File: src/rtl/emmc_clk_pkg.sv
// Shared definitions for the eMMC card-clock configuration sequencer:
// state encoding, output reset values, phase field layout and the shadow payload.
package emmc_clk_pkg;

  localparam logic [2:0] ST_IDLE   = 3'd0;
  localparam logic [2:0] ST_STOP   = 3'd1;
  localparam logic [2:0] ST_LOAD   = 3'd2;
  localparam logic [2:0] ST_START  = 3'd3;
  localparam logic [2:0] ST_SETTLE = 3'd4;
  localparam logic [2:0] ST_DONE   = 3'd5;

  typedef enum logic [2:0] {
    S_IDLE   = ST_IDLE,
    S_STOP   = ST_STOP,
    S_LOAD   = ST_LOAD,
    S_START  = ST_START,
    S_SETTLE = ST_SETTLE,
    S_DONE   = ST_DONE
  } state_e;

  localparam logic [1:0] MUX_RST   = 2'd0;
  localparam logic [6:0] PHASE_RST = 7'd0;

  // Phase word: [3:0] fine shift, [6:4] delay-line tap.
  localparam int PH_SHIFT_LSB = 0;
  localparam int PH_SHIFT_W   = 4;
  localparam int PH_DLY_LSB   = 4;
  localparam int PH_DLY_W     = 3;

  typedef struct packed {
    logic [1:0] mux;
    logic [6:0] drv;
    logic [6:0] smpl;
    logic       clk_on;
  } clk_cfg_t;

  localparam clk_cfg_t CFG_RST = '{mux: MUX_RST, drv: PHASE_RST, smpl: PHASE_RST, clk_on: 1'b0};

  function automatic logic [6:0] phase_pack(input logic [3:0] shift, input logic [2:0] dly);
    logic [6:0] p;
    p = PHASE_RST;
    p[PH_SHIFT_LSB +: PH_SHIFT_W] = shift;
    p[PH_DLY_LSB +: PH_DLY_W]     = dly;
    return p;
  endfunction

endpackage

File: src/rtl/emmc_clk_cfg_seq_if.sv
// Host-request and clock-generator control bundle of the card-clock sequencer.
interface emmc_clk_cfg_seq_if;
  logic       cfg_req;
  logic [1:0] cfg_mux_ctrl;
  logic [6:0] cfg_drv_phase;
  logic [6:0] cfg_smpl_phase;
  logic       cfg_clk_on;
  logic       clk_ready;
  logic [1:0] ext_clk_mux_ctrl;
  logic [6:0] clk_drv_phase_ctrl;
  logic [6:0] clk_smpl_phase_ctrl;
  logic       clk_enable;
  logic       busy;
  logic       cfg_ack;
  logic       cfg_err;

  // Register file plus clock generator side.
  modport master (
    output cfg_req, cfg_mux_ctrl, cfg_drv_phase, cfg_smpl_phase, cfg_clk_on, clk_ready,
    input  ext_clk_mux_ctrl, clk_drv_phase_ctrl, clk_smpl_phase_ctrl, clk_enable,
           busy, cfg_ack, cfg_err
  );

  // Sequencer side.
  modport slave (
    input  cfg_req, cfg_mux_ctrl, cfg_drv_phase, cfg_smpl_phase, cfg_clk_on, clk_ready,
    output ext_clk_mux_ctrl, clk_drv_phase_ctrl, clk_smpl_phase_ctrl, clk_enable,
           busy, cfg_ack, cfg_err
  );
endinterface

File: src/rtl/emmc_seq_timer.sv
// Loadable up-counter with clear and a count >= threshold flag, shared by the
// STOP, START and SETTLE phases of the sequencer.
module emmc_seq_timer #(
  parameter int CNT_W = 10
) (
  input  logic             ext_clk,
  input  logic             rst_n,
  input  logic             clr,
  input  logic             ld,
  input  logic [CNT_W-1:0] ld_val,
  input  logic [CNT_W-1:0] thresh,
  output logic [CNT_W-1:0] cnt,
  output logic             hit
);

  logic [CNT_W-1:0] cnt_q, cnt_d;

  always_comb begin
    cnt_d = cnt_q + CNT_W'(1);
    if (ld)  cnt_d = ld_val;
    if (clr) cnt_d = '0;
  end

  // NOTE: state registers use non-blocking assignment so every flop samples
  // pre-edge values regardless of process evaluation order.
  always_ff @(posedge ext_clk or negedge rst_n) begin
    if (!rst_n) cnt_q <= '0;
    else        cnt_q <= cnt_d;
  end

  assign cnt = cnt_q;
  assign hit = (cnt_q >= thresh);

endmodule

File: src/rtl/emmc_clk_cfg_seq.sv
// Glitch-free reconfiguration of the eMMC card-clock generator: stop the clock,
// wait for it to gate, load divider/phase, optionally restart and settle.
module emmc_clk_cfg_seq
  import emmc_clk_pkg::*;
#(
  parameter int SYNC_GUARD  = 8,
  parameter int SETTLE_CYC  = 16,
  parameter int TIMEOUT_CYC = 1023,
  parameter int CNT_W       = 10
) (
  input  logic                 ext_clk,
  input  logic                 rst_n,
  emmc_clk_cfg_seq_if.slave    bus
);

  localparam logic [CNT_W-1:0] GUARD_TH  = CNT_W'(SYNC_GUARD - 1);
  localparam logic [CNT_W-1:0] SETTLE_TH = CNT_W'(SETTLE_CYC - 1);
  localparam logic [CNT_W-1:0] TOUT_TH   = CNT_W'(TIMEOUT_CYC - 1);

  state_e     state_q, state_d;
  clk_cfg_t   shadow_q, shadow_d;
  logic [1:0] mux_q, mux_d;
  logic [6:0] drv_q, drv_d;
  logic [6:0] smpl_q, smpl_d;
  logic       en_q, en_d;
  logic       busy_q, busy_d;
  logic       ack_q, ack_d;
  logic       err_q, err_d;

  logic             tmr_clr, tmr_ld, tmr_hit;
  logic [CNT_W-1:0] tmr_th, tmr_cnt;

  emmc_seq_timer #(.CNT_W(CNT_W)) u_timer (
    .ext_clk (ext_clk),
    .rst_n   (rst_n),
    .clr     (tmr_clr),
    .ld      (tmr_ld),
    .ld_val  (CNT_W'(1)),
    .thresh  (tmr_th),
    .cnt     (tmr_cnt),
    .hit     (tmr_hit)
  );

  // NOTE: every variable gets a default before the case so no path leaves one
  // unassigned, which would otherwise infer a latch.
  always_comb begin
    state_d  = state_q;
    shadow_d = shadow_q;
    mux_d    = mux_q;
    drv_d    = drv_q;
    smpl_d   = smpl_q;
    en_d     = en_q;
    err_d    = 1'b0;
    tmr_clr  = 1'b0;
    tmr_ld   = 1'b0;
    tmr_th   = (state_q == S_SETTLE) ? SETTLE_TH : GUARD_TH;

    unique case (state_q)
      S_IDLE: begin
        if (bus.cfg_req) begin
          shadow_d = '{mux: bus.cfg_mux_ctrl, drv: bus.cfg_drv_phase,
                       smpl: bus.cfg_smpl_phase, clk_on: bus.cfg_clk_on};
          en_d     = 1'b0;
          tmr_clr  = 1'b1;
          state_d  = S_STOP;
        end
      end
      S_STOP: begin
        if (tmr_hit && !bus.clk_ready) begin
          state_d = S_LOAD;
        end else if (tmr_cnt >= TOUT_TH) begin
          err_d   = 1'b1;
          state_d = S_DONE;
        end
      end
      S_LOAD: begin
        mux_d  = shadow_q.mux;
        drv_d  = shadow_q.drv;
        smpl_d = shadow_q.smpl;
        if (shadow_q.clk_on) begin
          en_d    = 1'b1;
          tmr_clr = 1'b1;
          state_d = S_START;
        end else begin
          state_d = S_DONE;
        end
      end
      S_START: begin
        // Ready is tested first so it wins over a coincident timeout. The
        // qualifying START cycle is the first settle cycle, hence load of 1.
        if (tmr_hit && bus.clk_ready) begin
          tmr_ld  = 1'b1;
          state_d = (SETTLE_CYC == 1) ? S_DONE : S_SETTLE;
        end else if (tmr_cnt >= TOUT_TH) begin
          en_d    = 1'b0;
          err_d   = 1'b1;
          state_d = S_DONE;
        end
      end
      S_SETTLE: begin
        if (tmr_hit) state_d = S_DONE;
      end
      S_DONE: begin
        state_d = S_IDLE;
      end
      default: state_d = S_IDLE;
    endcase

    ack_d  = (state_d == S_DONE);
    busy_d = (state_d != S_IDLE);
  end

  always_ff @(posedge ext_clk or negedge rst_n) begin
    if (!rst_n) begin
      state_q  <= S_IDLE;
      shadow_q <= CFG_RST;
      mux_q    <= MUX_RST;
      drv_q    <= PHASE_RST;
      smpl_q   <= PHASE_RST;
      en_q     <= 1'b0;
      busy_q   <= 1'b0;
      ack_q    <= 1'b0;
      err_q    <= 1'b0;
    end else begin
      state_q  <= state_d;
      shadow_q <= shadow_d;
      mux_q    <= mux_d;
      drv_q    <= drv_d;
      smpl_q   <= smpl_d;
      en_q     <= en_d;
      busy_q   <= busy_d;
      ack_q    <= ack_d;
      err_q    <= err_d;
    end
  end

  assign bus.ext_clk_mux_ctrl    = mux_q;
  assign bus.clk_drv_phase_ctrl  = drv_q;
  assign bus.clk_smpl_phase_ctrl = smpl_q;
  assign bus.clk_enable          = en_q;
  assign bus.busy                = busy_q;
  assign bus.cfg_ack             = ack_q;
  assign bus.cfg_err             = err_q;

endmodule

File: src/flat_wrapper.sv
// flat-port wrapper written by rule: the top's interface ports become plain ports
module emmc_clk_cfg_seq_flat import emmc_clk_pkg::*;
#(
  parameter int SYNC_GUARD  = 8,
  parameter int SETTLE_CYC  = 16,
  parameter int TIMEOUT_CYC = 1023,
  parameter int CNT_W       = 10
)
  (ext_clk, rst_n, bus_cfg_req, bus_cfg_mux_ctrl, bus_cfg_drv_phase, bus_cfg_smpl_phase, bus_cfg_clk_on, bus_clk_ready, bus_ext_clk_mux_ctrl, bus_clk_drv_phase_ctrl, bus_clk_smpl_phase_ctrl, bus_clk_enable, bus_busy, bus_cfg_ack, bus_cfg_err);
  emmc_clk_cfg_seq_if bus_i ();
  input  logic ext_clk;
  input  logic rst_n;
  input wire logic [$bits(bus_i.cfg_req)-1:0] bus_cfg_req;
  input wire logic [$bits(bus_i.cfg_mux_ctrl)-1:0] bus_cfg_mux_ctrl;
  input wire logic [$bits(bus_i.cfg_drv_phase)-1:0] bus_cfg_drv_phase;
  input wire logic [$bits(bus_i.cfg_smpl_phase)-1:0] bus_cfg_smpl_phase;
  input wire logic [$bits(bus_i.cfg_clk_on)-1:0] bus_cfg_clk_on;
  input wire logic [$bits(bus_i.clk_ready)-1:0] bus_clk_ready;
  output wire logic [$bits(bus_i.ext_clk_mux_ctrl)-1:0] bus_ext_clk_mux_ctrl;
  output wire logic [$bits(bus_i.clk_drv_phase_ctrl)-1:0] bus_clk_drv_phase_ctrl;
  output wire logic [$bits(bus_i.clk_smpl_phase_ctrl)-1:0] bus_clk_smpl_phase_ctrl;
  output wire logic [$bits(bus_i.clk_enable)-1:0] bus_clk_enable;
  output wire logic [$bits(bus_i.busy)-1:0] bus_busy;
  output wire logic [$bits(bus_i.cfg_ack)-1:0] bus_cfg_ack;
  output wire logic [$bits(bus_i.cfg_err)-1:0] bus_cfg_err;
  assign bus_i.cfg_req = bus_cfg_req;
  assign bus_i.cfg_mux_ctrl = bus_cfg_mux_ctrl;
  assign bus_i.cfg_drv_phase = bus_cfg_drv_phase;
  assign bus_i.cfg_smpl_phase = bus_cfg_smpl_phase;
  assign bus_i.cfg_clk_on = bus_cfg_clk_on;
  assign bus_i.clk_ready = bus_clk_ready;
  assign bus_ext_clk_mux_ctrl = bus_i.ext_clk_mux_ctrl;
  assign bus_clk_drv_phase_ctrl = bus_i.clk_drv_phase_ctrl;
  assign bus_clk_smpl_phase_ctrl = bus_i.clk_smpl_phase_ctrl;
  assign bus_clk_enable = bus_i.clk_enable;
  assign bus_busy = bus_i.busy;
  assign bus_cfg_ack = bus_i.cfg_ack;
  assign bus_cfg_err = bus_i.cfg_err;
  emmc_clk_cfg_seq #(.SYNC_GUARD(SYNC_GUARD), .SETTLE_CYC(SETTLE_CYC), .TIMEOUT_CYC(TIMEOUT_CYC), .CNT_W(CNT_W)) u_core (.ext_clk(ext_clk), .rst_n(rst_n), .bus(bus_i));
endmodule
File: config.mk
export PLATFORM = sky130hd
export DESIGN_NAME = emmc_clk_cfg_seq_flat
export DESIGN_NICKNAME = d
export VERILOG_FILES = /design/src/rtl/emmc_clk_pkg.sv /design/src/rtl/emmc_clk_cfg_seq_if.sv /design/src/rtl/emmc_seq_timer.sv /design/src/rtl/emmc_clk_cfg_seq.sv /design/src/flat_wrapper.sv
export SDC_FILE = /design/constraint.sdc
export NUM_CORES = 1
export LEC_CHECK = 0
export ABC_AREA = 0
export BUFFER_PORTS_ARGS = -buffer_cell sky130_fd_sc_hd__buf_4
export CORE_MARGIN = 8
export CORE_UTILIZATION = 59
export CTS_CLUSTER_DIAMETER = 100
export DETAILED_ROUTE_END_ITERATION = 12
export HOLD_SLACK_MARGIN = 0.06
export PLACE_DENSITY = 0.92
export SYNTH_ARGS = -nofsm -noshare
export SYNTH_HDL_FRONTEND = slang
export SYNTH_SLANG_ARGS = --single-unit
File: constraint.sdc
create_clock -name ext_clk -period 5.2 [get_ports ext_clk]
set_clock_uncertainty 0.15 [all_clocks]
set_input_delay 0.26 -clock ext_clk [delete_from_list [all_inputs] [get_ports ext_clk]]
set_output_delay 0.26 -clock ext_clk [all_outputs]
set_load 0.01 [all_outputs]
### Word-level counts from Yosys, hierarchy flattened

Cells that the tools add are included.

| operators by class | value |
|---|---|
| muxes and demuxes | 24 |
| equality and inequality tests | 9 |
| add/subtract/negate cells | 1 |
| reductions and logical operators | 8 |
| $lt $le $gt $ge | 2 |

Operators with widths:

| operator | count |
|---|---|
| $mux W10 | 2 |
| $mux W3 | 6 |
| $pmux W3 S5 | 1 |
| $mux W1 | 11 |
| $add A10 B1 Y10 const B | 1 |
| $ge A10 B10 Y1 | 1 |
| $ge A10 B10 Y1 const B | 1 |
| $eq A3 B2 Y1 const B | 2 |
| $eq A3 B3 Y1 const B | 2 |
| $reduce_bool A3 Y1 | 2 |
| $reduce_and A5 Y1 | 1 |
| $mux W4 | 1 |
| $ne A2 B1 Y1 const B | 2 |
| $ne A2 B2 Y1 const B | 2 |
| $pmux W1 S2 | 2 |
| $eq A3 B1 Y1 const B | 1 |
| $logic_not A3 Y1 | 1 |
| $pmux W1 S3 | 1 |
| $logic_and A1 B1 Y1 | 2 |
| $reduce_and A2 Y1 | 1 |
| $logic_not A1 Y1 | 1 |

| word-level totals | value |
|---|---|
| register bits after elaboration | 50 |
| output and inout bits | 20 |

### Logic depth before layout (Yosys ltp)

| logic depth | value |
|---|---|
| depth after elaboration | 8 |
| mapped depth | 8 |

### Cells and area by module

Synthesis repeated with hierarchy kept, for this count alone.

| second synthesis, totals | value |
|---|---|
| cell total of the unflattened synthesis | 213 |
| area, all modules | 2513.7 µm² |

By module, submodules not included:

| module | times used | cells an instance | sequential area each (µm²) | area an instance (µm²) |
|---|---|---|---|---|
| emmc_clk_cfg_seq | 1 | 122 | 1001.0 | 1742.9 |
| emmc_seq_timer | 1 | 91 | 250.2 | 770.7 |

### Worst setup path before layout

OpenSTA, ideal clock, no wires.

| path | value |
|---|---|
| path kind | register to register |
| from | register u_core.state_q[1] |
| to | register u_core.busy_q (netlist: u_core.bus.busy) |
| period minus slack after synthesis | 2.371 ns |
| path slack | 2.829 ns |
| data arrival time | 2.082 ns |
| buffers on the path | 1 |
| cell stages (with the launch flop) | 9 |
| path through | dfrtp_1 > bufbuf_8 > or3b_2 > ha_1 > nor4_4 > nand3_2 > nor3b_4 > o31ai_4 > nand4_1 |

| on the way | value |
|---|---|
| word-level cells in the longest chain between the ends | 7 |

Ends and longest elaborated chain:

| item | line | source |
|---|---|---|
| start: declaration | emmc_clk_cfg_seq.sv:20 | `state_e state_q, state_d;` |
| start signal: assignment | emmc_clk_cfg_seq.sv:125 | `state_q <= state_d;` |
| $eq A3 B3 Y1 | emmc_clk_cfg_seq.sv:56, emmc_clk_cfg_seq.sv:58 |  |
| $mux W4 | emmc_clk_cfg_seq.sv:56 | `tmr_th = (state_q == S_SETTLE) ? SETTLE_TH : GUARD_TH;` |
| $ge A10 B10 Y1 | emmc_seq_timer.sv:32 | `assign hit = (cnt_q >= thresh);` |
| $logic_and A1 B1 Y1 (on tied branches) | emmc_clk_cfg_seq.sv:91, emmc_clk_cfg_seq.sv:69 |  |
| $mux W3 (on tied branches) | emmc_clk_cfg_seq.sv:91, emmc_clk_cfg_seq.sv:69 |  |
| $pmux W3 S5 (*) | emmc_clk_cfg_seq.sv:58 | `unique case (state_q)` |
| $reduce_bool A3 Y1 (*) | emmc_clk_cfg_seq.sv:110 | `busy_d = (state_d != S_IDLE);` |
| named net u_core.busy_d | emmc_clk_cfg_seq.sv:26 | `logic busy_q, busy_d;` |
| end signal: assignment | emmc_clk_cfg_seq.sv:131 | `busy_q <= busy_d;` |
| end: declaration | emmc_clk_cfg_seq.sv:26 |  |

Mark *: on every way through the listed nets, which the timed path passes. The rest lies on a longest branch.
A chain may end at the register's enable or synchronous reset.

### Final worst setup path

| path | value |
|---|---|
| from | register u_core.state_q[2] |
| to | register u_core.busy_q (netlist: u_core.bus.busy) |

The elaborated chain is that of the path after synthesis.

==> results.md <==
* Register area share after synthesis at 0.562
* Max clock buf depth at 2
* Via density at approximately 5.4
* Area Overhead vs Synth at 27.3%
* Min-delay worst type: input port to register
* Share of layout cells above drive strength 1 at 0.323
* Detailed Place HPWL at a little over 3000 um
* Setup repair after global routing missed its margin: no
* CTS H-tree lvls at 2
* NumNets Final at 250
* Routed metal-1 wirelength at 1900 um
* Initial DRC Count at about 150
* Post-CTS Resized at 0
* Final Hold Fails at 0
* FF-to-FF setup slack at between 2000 and 3000 ps
* Syn Nets at 190
* Post-Syn Instances at approximately 170
* Rel. slew slack at 0.427
* Clk sinks at 50
* Status: complete, no violations
* DRC viols at 0
* Fmax at around 390 MHz
* DR vias at between 1k and 1.5k
* Post-synthesis cell area at 2220 um^2
* Clock tree from TritonCTS: built
* Worst r2r src: u_core.state_q[2]
* Largest net degree at the start of global routing at 51
* Distinct cells, synth at 41
* Postcts setup bufs at 0
* Worst Setup EP: u_core.bus.busy
* Routed WL at about 4700 um
* Num CTS Buffers at 5
* Worst VDD drop at ~0.4 mV
* Filler cell count at ~220
* CP endpoint kind: register
* Number of global-route vias before repair at 1703
* Startpoint Class: register
* Core area at approximately 3600 um^2
* Top layer in use: met4
* Max Cap Viol at 0
* Overflow after GRT at 0
* RR Endpoint: u_core.bus.busy
* Critical path peak fanout at 10
* Hold Buf Count CTS at 18
* Clock Latency Late Sink at about 300 ps
* Hold slack at 155 ps
* Switching power total at 0.523 mW
* Routability congestion estimate at between 0.8 and 0.9
* Comb pwr share at 0.372
* First-pass GRT wire length at slightly above 8000 um
* R2R cell count at 7
* GRT Total Usage at 0.169
* Rows at 22
* Tcrit/Tclk final at 0.499
* Sequential Power Share at 0.451
* Internal Power at 1.02 mW
* Worst path required time at about 5300 ps
* Die height at between 70 and 80 um
* Root Driver: clkbuf_8
* 1st-pass router iterations at 4
* Setup Total Neg Slack at 0 ps
* Worst Tran Pin Value at ~860 ps
* Max Slew Vio Count at 0
* Sw Ratio at 0.340
* Min Tclk post-route at ~2600 ps
* Die Footprint at ~6000 um^2
* Synth warn at 0
* Met2 wire length at 2450 um
* FF+latch count, synth at 50
* Die Wd at between 70 and 80 um
* IO Count at between 40 and 50
* Antenna violations before repair at 0
* Met3 wire length at 289 um
* Crit Path Category: register to register
* Pleak at about 1.3 nW
* Mean Syn Cell Area at about 13 um^2
* Clk pwr share at 0.176
* Power per cell area at 543 nW/um^2
* Port Buf Inserts at 40
* Critical path arrival at between 2000 and 3000 ps
* CTS clk-pin slew, worst paths at about 80 ps
* Wire per inst at ~17 um
* Final setup vio count at 0
* Routed Antenna Nets at 0
* Ant diodes at 0
* Initial Utilization at 0.612
* Critical path startpoint: u_core.state_q[2]
==> Yosys cell counts <==
master    number  share of area
and3b_1        1         0.0039
o22ai_1        1         0.0028
a21oi_1        2         0.0045
a221oi_1       1         0.0039
or2b_1         1         0.0034
xnor2_1        2         0.0079
ha_1           3          0.017
buf_4          2         0.0067
nor3b_4        2          0.017
nand2b_1       4          0.011
nor4_4         1         0.0096
mux2i_1        1         0.0045
o21ai_0        2         0.0045
o2111a_2       1         0.0056
and2_1         2         0.0056
mux2_2        14          0.071
nand2_1        7          0.012
o21ai_2        1         0.0039
o21ai_1        1         0.0022
nor2_1        14          0.024
or4_1          1         0.0034
dfrtp_1       50           0.56
buf_2          1         0.0022
xor2_1         5          0.020
or3_1          1         0.0028
inv_1          3         0.0051
nand4_1        3         0.0084
and3_2         1         0.0034
mux2_1        19          0.096
or3b_2         1         0.0039
nand3_2        1         0.0045
bufbuf_8       1         0.0084
a21o_1         1         0.0034
and4_4         1         0.0051
nor3_1         2         0.0045
nor4b_2        1         0.0067
nor2b_1        1         0.0028
o31ai_4        1         0.0096
buf_6          2          0.010
nand3_1        5          0.011
a31oi_1        2         0.0056
==> how the worst min path moves through the flow <==
stage / cells after the start / end / slack, ps / from
2_1_floorplan: 0 / u_core.bus.busy / -190 / rst_n
3_3_place_gp: 1 / u_core.u_timer.cnt[4] / 160 / rst_n
3_5_place_dp: 1 / u_core.u_timer.cnt[4] / 160 / rst_n
4_1_cts: 3 / u_core.bus.cfg_err / 140 / bus_clk_ready
5_1_grt: 3 / u_core.bus.cfg_err / 170 / bus_clk_ready
6_report: 3 / u_core.bus.cfg_err / 150 / bus_clk_ready
==> metal layers <==
| metal | global-route usage | vias to the layer above |
|---|---|---|
| met2 | 0.290 | 37 |
| met3 | 0.0507 | 9 |
| met1 | 0.195 | 739 |
| met5 | 0 | - |
| li1 | - | 704 |
| met4 | 0.0604 | 0 |
==> critical path: stages (launching register included) <==
cell,delay (ps)
dfrtp_1,600
or3b_2,500
ha_1,230
nor4_4,160
nand3_2,190
a221oi_1,420
o22ai_1,160
nand4_1,130
==> layout make-up <==
class | count | area [um^2] | area share
inverter | 3 | 11.3 | 0.00398
clock buffer | 6 | 82.6 | 0.0292
multi-input combinational | 107 | 910 | 0.321
clock inverter | 1 | 30.0 | 0.0106
sequential | 50 | 1250 | 0.442
tap | 48 | 60.1 | 0.0212
timing repair buffer | 59 | 488 | 0.172
==> flip-flops by register name (all words and copies together) (netlist names), 2 cells and up <==
register	count
u_core.bus.clk_drv_phase_ctrl	7
u_core.bus.clk_smpl_phase_ctrl	7
u_core.bus.ext_clk_mux_ctrl	2
u_core.shadow_q	17
u_core.state_q	3
u_core.u_timer.cnt	10
==> power groups by stage <==
stage               clock, mW  sequential (mW)  combinational [mW]
floorplan                   0            0.673               0.376
global placement            0            0.688               0.533
detailed placement          0            0.699               0.558
CTS                     0.280            0.692               0.574
global route            0.292            0.719               0.634
finish                  0.272            0.694               0.573
==> cells in the final DEF (no fill, tap or decap), types with 2 or more instances in the layout <==
| cell | netlist | final |
|---|---|---|
| a21oi_1 | 2 | 2 |
| a31oi_1 | 2 | 2 |
| and2_1 | 2 | 2 |
| buf_4 | 2 | 41 |
| clkbuf_8 | 0 | 6 |
| dfrtp_1 | 50 | 50 |
| dlygate4sd3_1 | 0 | 18 |
| ha_1 | 3 | 3 |
| inv_1 | 3 | 3 |
| mux2_1 | 19 | 19 |
| mux2_2 | 14 | 14 |
| nand2_1 | 7 | 7 |
| nand2b_1 | 4 | 4 |
| nand3_1 | 5 | 5 |
| nand4_1 | 3 | 3 |
| nor2_1 | 14 | 14 |
| nor3_1 | 2 | 2 |
| nor3b_4 | 2 | 2 |
| o21ai_0 | 2 | 2 |
| xnor2_1 | 2 | 2 |
| xor2_1 | 5 | 5 |
==> stage by stage <==
stage                     cell area [um^2]  power (mW)  worst slack (ps)  instances   util
final                                 2830        1.54              2610        274  0.780
after global routing                  2830        1.65              2460        274  0.780
after CTS                             2830        1.55              2630        274  0.780
after detailed placement              2540        1.26              2690        249  0.699
after global placement                2540        1.22              2800        249  0.699
after floorplan                       2220        1.05              2830        166      -
==> cell families (layout without fill, tap and decap cells) <==
kind of cell	count (synthesis)	after routing	share of synthesized area
fa+ha+maj	3	3	0.0169
flops	50	50	0.562
compound gates	13	13	0.0461
mux	34	34	0.172
buf+inv	9	69	0.0326
xor+xnor	7	7	0.0276
simple gates	50	50	0.143
No activity file was read; power rests on OpenSTA's default activity.
